## config.mk

```make
export PLATFORM = sky130hd
export DESIGN_NAME = insn_decode_stage
export DESIGN_NICKNAME = d
export VERILOG_FILES = /design/src/rtl/insn_decode_stage.sv
export SDC_FILE = /design/constraint.sdc
export NUM_CORES = 1
export LEC_CHECK = 0
export ABC_AREA = 1
export CELL_PAD_IN_SITES_DETAIL_PLACEMENT = 1
export CELL_PAD_IN_SITES_GLOBAL_PLACEMENT = 1
export CORE_ASPECT_RATIO = 1.2
export CORE_UTILIZATION = 30
export CTS_BUF_LIST = sky130_fd_sc_hd__clkbuf_8
export CTS_CLUSTER_DIAMETER = 50
export DETAILED_ROUTE_END_ITERATION = 8
export PLACE_DENSITY = 0.66
export SETUP_SLACK_MARGIN = 0.2
export SLEW_MARGIN = 20
export SYNTH_ARGS = -nofsm -noshare
export SYNTH_HDL_FRONTEND = slang
export SYNTH_SLANG_ARGS = --single-unit
```

## constraint.sdc

```tcl
create_clock -name CLK -period 2.2 [get_ports CLK]
set_input_delay 0.44 -clock CLK [delete_from_list [all_inputs] [get_ports CLK]]
set_output_delay 0.44 -clock CLK [all_outputs]
set_load 0.01 [all_outputs]
```

## src/rtl/insn_decode_stage.sv

```systemverilog
// Decode stage: classifies a fetched instruction into a one-hot CODE bus and
// presents it through a 2-entry skid buffer with a registered IN_READY.
module insn_decode_stage #(
    parameter int XLEN = 32
) (
    input  logic            CLK,
    input  logic            RST_N,
    input  logic            FLUSH,
    input  logic            IN_VALID,
    output logic            IN_READY,
    input  logic [XLEN-1:0] IN_INSN,
    input  logic [XLEN-1:0] IN_PC,
    output logic            OUT_VALID,
    input  logic            OUT_READY,
    output logic [XLEN-1:0] INSN,
    output logic [XLEN-1:0] PC,
    output logic [9:0]      CODE,
    output logic [2:0]      FUNC3,
    output logic            USE_IMM,
    output logic            ILLEGAL
);

    typedef struct packed {
        logic [XLEN-1:0] insn;
        logic [XLEN-1:0] pc;
        logic [9:0]      code;
        logic [2:0]      func3;
        logic            use_imm;
        logic            illegal;
    } entry_t;

    typedef enum logic [1:0] {EMPTY, ONE, FULL} state_t;

    // Every legal opcode ends in 2'b11, so an exact 7-bit match also
    // rejects compressed/invalid low bits.
    function automatic entry_t decode(input logic [XLEN-1:0] insn, input logic [XLEN-1:0] pc);
        entry_t e;
        e.insn    = insn;
        e.pc      = pc;
        e.code    = '0;
        e.func3   = insn[14:12];
        e.use_imm = 1'b0;
        e.illegal = 1'b0;
        case (insn[6:0])
            7'b0110111: e.code[0] = 1'b1;
            7'b0010111: e.code[1] = 1'b1;
            7'b0010011: begin
                e.code[2]  = 1'b1;
                e.use_imm  = 1'b1;
            end
            7'b0110011: e.code[2] = 1'b1;
            7'b1101111: e.code[3] = 1'b1;
            7'b1100111: e.code[4] = 1'b1;
            7'b1100011: e.code[5] = 1'b1;
            7'b0001111: e.code[6] = 1'b1;
            7'b0000011: e.code[7] = 1'b1;
            7'b1110011: e.code[8] = 1'b1;
            7'b0100011: e.code[9] = 1'b1;
            default:    e.illegal = 1'b1;
        endcase
        return e;
    endfunction

    state_t state_q, state_d;
    entry_t main_q, skid_q, in_dec;
    logic   accept, consume;
    logic   load_main, load_skid, main_from_skid, in_ready_d;

    assign in_dec  = decode(IN_INSN, IN_PC);
    assign accept  = IN_VALID & IN_READY;
    assign consume = OUT_VALID & OUT_READY;

    always_ff @(posedge CLK or negedge RST_N) begin
        if (!RST_N) begin
            state_q  <= EMPTY;
            IN_READY <= 1'b1;
        end else begin
            state_q  <= state_d;
            IN_READY <= in_ready_d;
        end
    end

    always_comb begin
        state_d = state_q;
        if (FLUSH) begin
            state_d = EMPTY;
        end else begin
            case (state_q)
                EMPTY:   if (accept) state_d = ONE;
                ONE: begin
                    if (accept && !consume)      state_d = FULL;
                    else if (!accept && consume) state_d = EMPTY;
                end
                FULL:    if (consume) state_d = ONE;
                default: state_d = EMPTY;
            endcase
        end
    end

    always_comb begin
        in_ready_d     = (state_d != FULL);
        main_from_skid = (state_q == FULL);
        load_skid      = !FLUSH && (state_q == ONE) && accept && !consume;
        load_main      = !FLUSH && (((state_q == EMPTY) && accept) ||
                                    ((state_q == ONE) && accept && consume) ||
                                    ((state_q == FULL) && consume));
    end

    // Data is reset too so that all outputs read zero straight out of reset.
    always_ff @(posedge CLK or negedge RST_N) begin
        if (!RST_N) begin
            main_q <= '0;
            skid_q <= '0;
        end else begin
            if (load_main) main_q <= main_from_skid ? skid_q : in_dec;
            if (load_skid) skid_q <= in_dec;
        end
    end

    assign OUT_VALID = (state_q != EMPTY);
    assign INSN      = main_q.insn;
    assign PC        = main_q.pc;
    assign CODE      = main_q.code;
    assign FUNC3     = main_q.func3;
    assign USE_IMM   = main_q.use_imm;
    assign ILLEGAL   = main_q.illegal;

endmodule
```

==> summary.md <==
| Metric | Value |
|---|---|
| Run status | `finished, final reports clean` |
| Port-buffer cells | `149` |
| Maximum VDD drop | `0.384 mV` |
| Max FO, Critical Path | `2` |
| Fin Hold WS | `between 400 and 500 ps` |
| Synthesized flop and latch total | `155` |
| Post-Syn Area per Cell | `roughly 8.4 sq um` |
| Post-Synth Adder-Cell Area | `0` |
| Global placement routability congestion | `0.723` |
| WP buf/inv | `1` |
| CP arrival | `1510 ps` |
| Sink Count | `155` |
| Critical Path Sink | `IN_READY` |
| Final period utilization | `0.886` |
| Number of synthesized flops with an enable pin | `0` |
| Clock Power Share | `0.297` |
| Leading area contributor after synthesis | `dfrtp_1` |
| Fmax | `a little over 0.5 GHz` |
| GRT overflow | `0` |
| Fin. max-slew vios | `0` |
| Slowest CP cell | `dfstp_2` |
| Lkg Pwr | `4.15 nW` |
| DR top layer | `met4` |
| Synth Area in Simple Gates | `0.267` |
| Final Cell Area | `slightly below 9000 sq um` |
| WL final | `18500 um` |
| Hold WC Path Type | `input port to async pin` |
| Share of layout cells above drive strength 1 | `0.0750` |
| PwrDens | `884 nW/um^2` |
| CP Capture Type | `output pin` |
| Netlist Area Pre-Place | `6580 sq um` |
| Final Skew | `11.9 ps` |
| Number of global-route vias before repair | `5991` |
| DR WL met2 | `8850 um` |
| Area grow syn2layout | `35.7%` |
| Initial Util | `0.310` |
| Critical path depth | `1` |
| Asr flop ratio synth | `1.00` |
| Via Count | `5676` |
| Switching share of power | `0.284` |
| Worst-path cell chain | `clkdlybuf4s50_1` |
| Reg-to-reg setup timing slack | `~480 ps` |
| Mux share of post-synthesis cell area | `0` |
| DRT met1 WL | `8670 um` |
| Reg2reg end | `skid_q[12]` |
| Reg2reg start | `IN_READY` |
| Core Rows | `58` |
| Cells after Synth | `a little under 800` |
| Top FF cell, synth | `dfrtp_1` |
| Worst-path clk slew | `approximately 80 ps` |
| First-pass GRT wire length | `30600 um` |
| H-tree Lvls | `4` |
| Max_slew headroom | `0.688` |
| Post-layout minimum cycle time | `1950 ps` |
| Count of final setup violators | `0` |
| CP Data Required Time | `approximately 1800 ps` |
| Worst reg2reg path depth | `6` |
| Synth top cells by count | `nand2_1, dfrtp_1, nor2_1, a31oi_1, buf_2` |
| Final HPWL DP | `12300 um` |
| Pre-CTS WS | `79.9 ps` |
| Clock Tree Root | `clkbuf_8` |
| Number of buffers created by CTS | `17` |
| Crit Path Class | `flop to output pin` |
| Internal Power | `roughly 5.6 mW` |
| Placed cell area | `roughly 8500 sq um` |
| Drt initial violations | `220` |
| Xor/xnor cell area share of the yosys netlist | `0` |
| Yosys warns | `0` |
| Met3 wire len | `between 700 and 800 um` |
| Sequential element share of the synthesized area | `0.590` |
| Largest stage delay on the critical path | `540 ps` |
| Die X | `137 um` |
| Comb pwr share | `0.224` |
| IO Pins | `150` |
| Startpoint Class | `flop` |
| Post-DR wirelength/cell | `15.2 um` |
| Dominant cells by area after synthesis | `dfrtp_1, nand2_1, a31oi_1` |
| Drt drc | `0` |
| Diodes inserted | `0` |
| Final nets | `1004` |
| Post-synth cell types | `22` |
| Post-Synthesis Net Count | `about 860` |
| CP top delay family | `flip-flops` |
| Final Hold Vio Count | `0` |
| Tot GR Track Use | `0.175` |
| Synth top area share | `0.586` |
| Worst setup path start | `IN_READY` |
| Placeable core area | `between 20000 and 25000 sq um` |
| Slew @ Worst Pin | `468 ps` |
| RSZ-0062 raised after global routing | `false` |
| Clock Latency Late Sink | `approximately 460 ps` |
| Design Power | `7.89 mW` |
| Total iterations of the first detailed-routing run | `4` |
| Largest family of logic cells by synthesized area | `simple AND/OR/NAND/NOR gates` |
| Die H | `between 150 and 200 um` |
| Die area | `22500 sq um` |
| Longest Clk Path Bufs | `2` |
| Compound-Gate Fraction of Synth Area | `0.0947` |
| Initial antenna violation count | `0` |
| Switching pwr | `2.24 mW` |
| CTS tree | `built` |
| Avg Vias per Cell | `between 4 and 5` |
| Seq pwr share | `0.479` |
| Max-cap viol count | `0` |
| Pin count of the biggest net entering global routing | `66` |
| Setup Total Neg Slack | `0 ps` |
| Post-route ant nets | `0` |
| Count leader, synth | `nand2_1` |
| Final WS setup | `250 ps` |
[timing repair]
action | in CTS | in global routing
endpoints found under the setup margin | 1 | 1
gates resized for setup | 2 | 1
hold buffers | 1 | 0
setup buffers | 1 | 0
endpoints found under the hold margin | 28 | 0
[final cells by class]
type                            instances  area [sq um]
Multi-Input combinational cell        565          2390
Timing Repair Buffer                  179          1820
Tap cell                              270           338
Fill cell                            2521         12300
Sequential cell                       155          3880
Inverter                               17          66.3
Clock buffer                           18           248
Clock inverter                         13           176
[cell families (layout without fill, tap and decap cells)]
group / Yosys count / in the layout
and+or+nand+nor: 460 / 460
DFF: 155 / 155
AOI/OAI and AO/OA: 105 / 105
buffers and inverters: 67 / 227
[how the worst min path moves through the flow]
stage / slack (ps) / start / cells after the start / to
2_1_floorplan: 140 / RST_N / 0 / CODE[0]
3_3_place_gp: 360 / RST_N / 1 / INSN[26]
3_5_place_dp: 360 / RST_N / 1 / INSN[26]
4_1_cts: 430 / RST_N / 2 / INSN[26]
5_1_grt: 450 / RST_N / 2 / INSN[26]
6_report: 450 / RST_N / 2 / INSN[26]
[layer usage]
metal	track usage	vias up
met4	0.0490	0
met2	0.290	101
met1	0.230	2755
met3	0.0386	19
met5	0	-
li1	-	2801
[state kept, by name, indices dropped and copies added, names as in the netlist]
register and count:
INSN 32, ILLEGAL 1, PC 32, USE_IMM 1
skid_q 76, state_q 2, CODE 10, IN_READY 1
[stage by stage]
stage	instances	utilization
finish	1217	0.421
CTS	1217	0.421
detailed placement	1184	0.400
global route	1217	0.421
global placement	1184	0.400
floorplan	787	-
[power by group through the flow]
stage / logic [mW] / registers [mW] / clock network, mW
after floorplan: 0.682 / 3.91 / 0
after detailed placement: 1.80 / 3.84 / 0
after CTS: 1.81 / 3.79 / 2.42
final: 1.77 / 3.78 / 2.35
after global placement: 1.76 / 3.82 / 0
after global routing: 1.99 / 3.87 / 2.53
[layout by cell type, fill, tap and decap left out, types with 2 or more instances in the layout]
cell type	instances
a21oi_1	19
a31oi_1	63
buf_12	8
buf_4	21
bufinv_16	4
clkbuf_8	18
clkdlybuf4s50_1	147
clkinv_2	4
clkinv_4	2
clkinvlp_4	2
dfrtp_1	153
inv_1	15
inv_2	2
nand2_1	352
nand3_1	9
nor2_1	91
nor3_1	2
o21ai_0	19
or2_2	2
No activity file was read; power rests on OpenSTA's default activity.
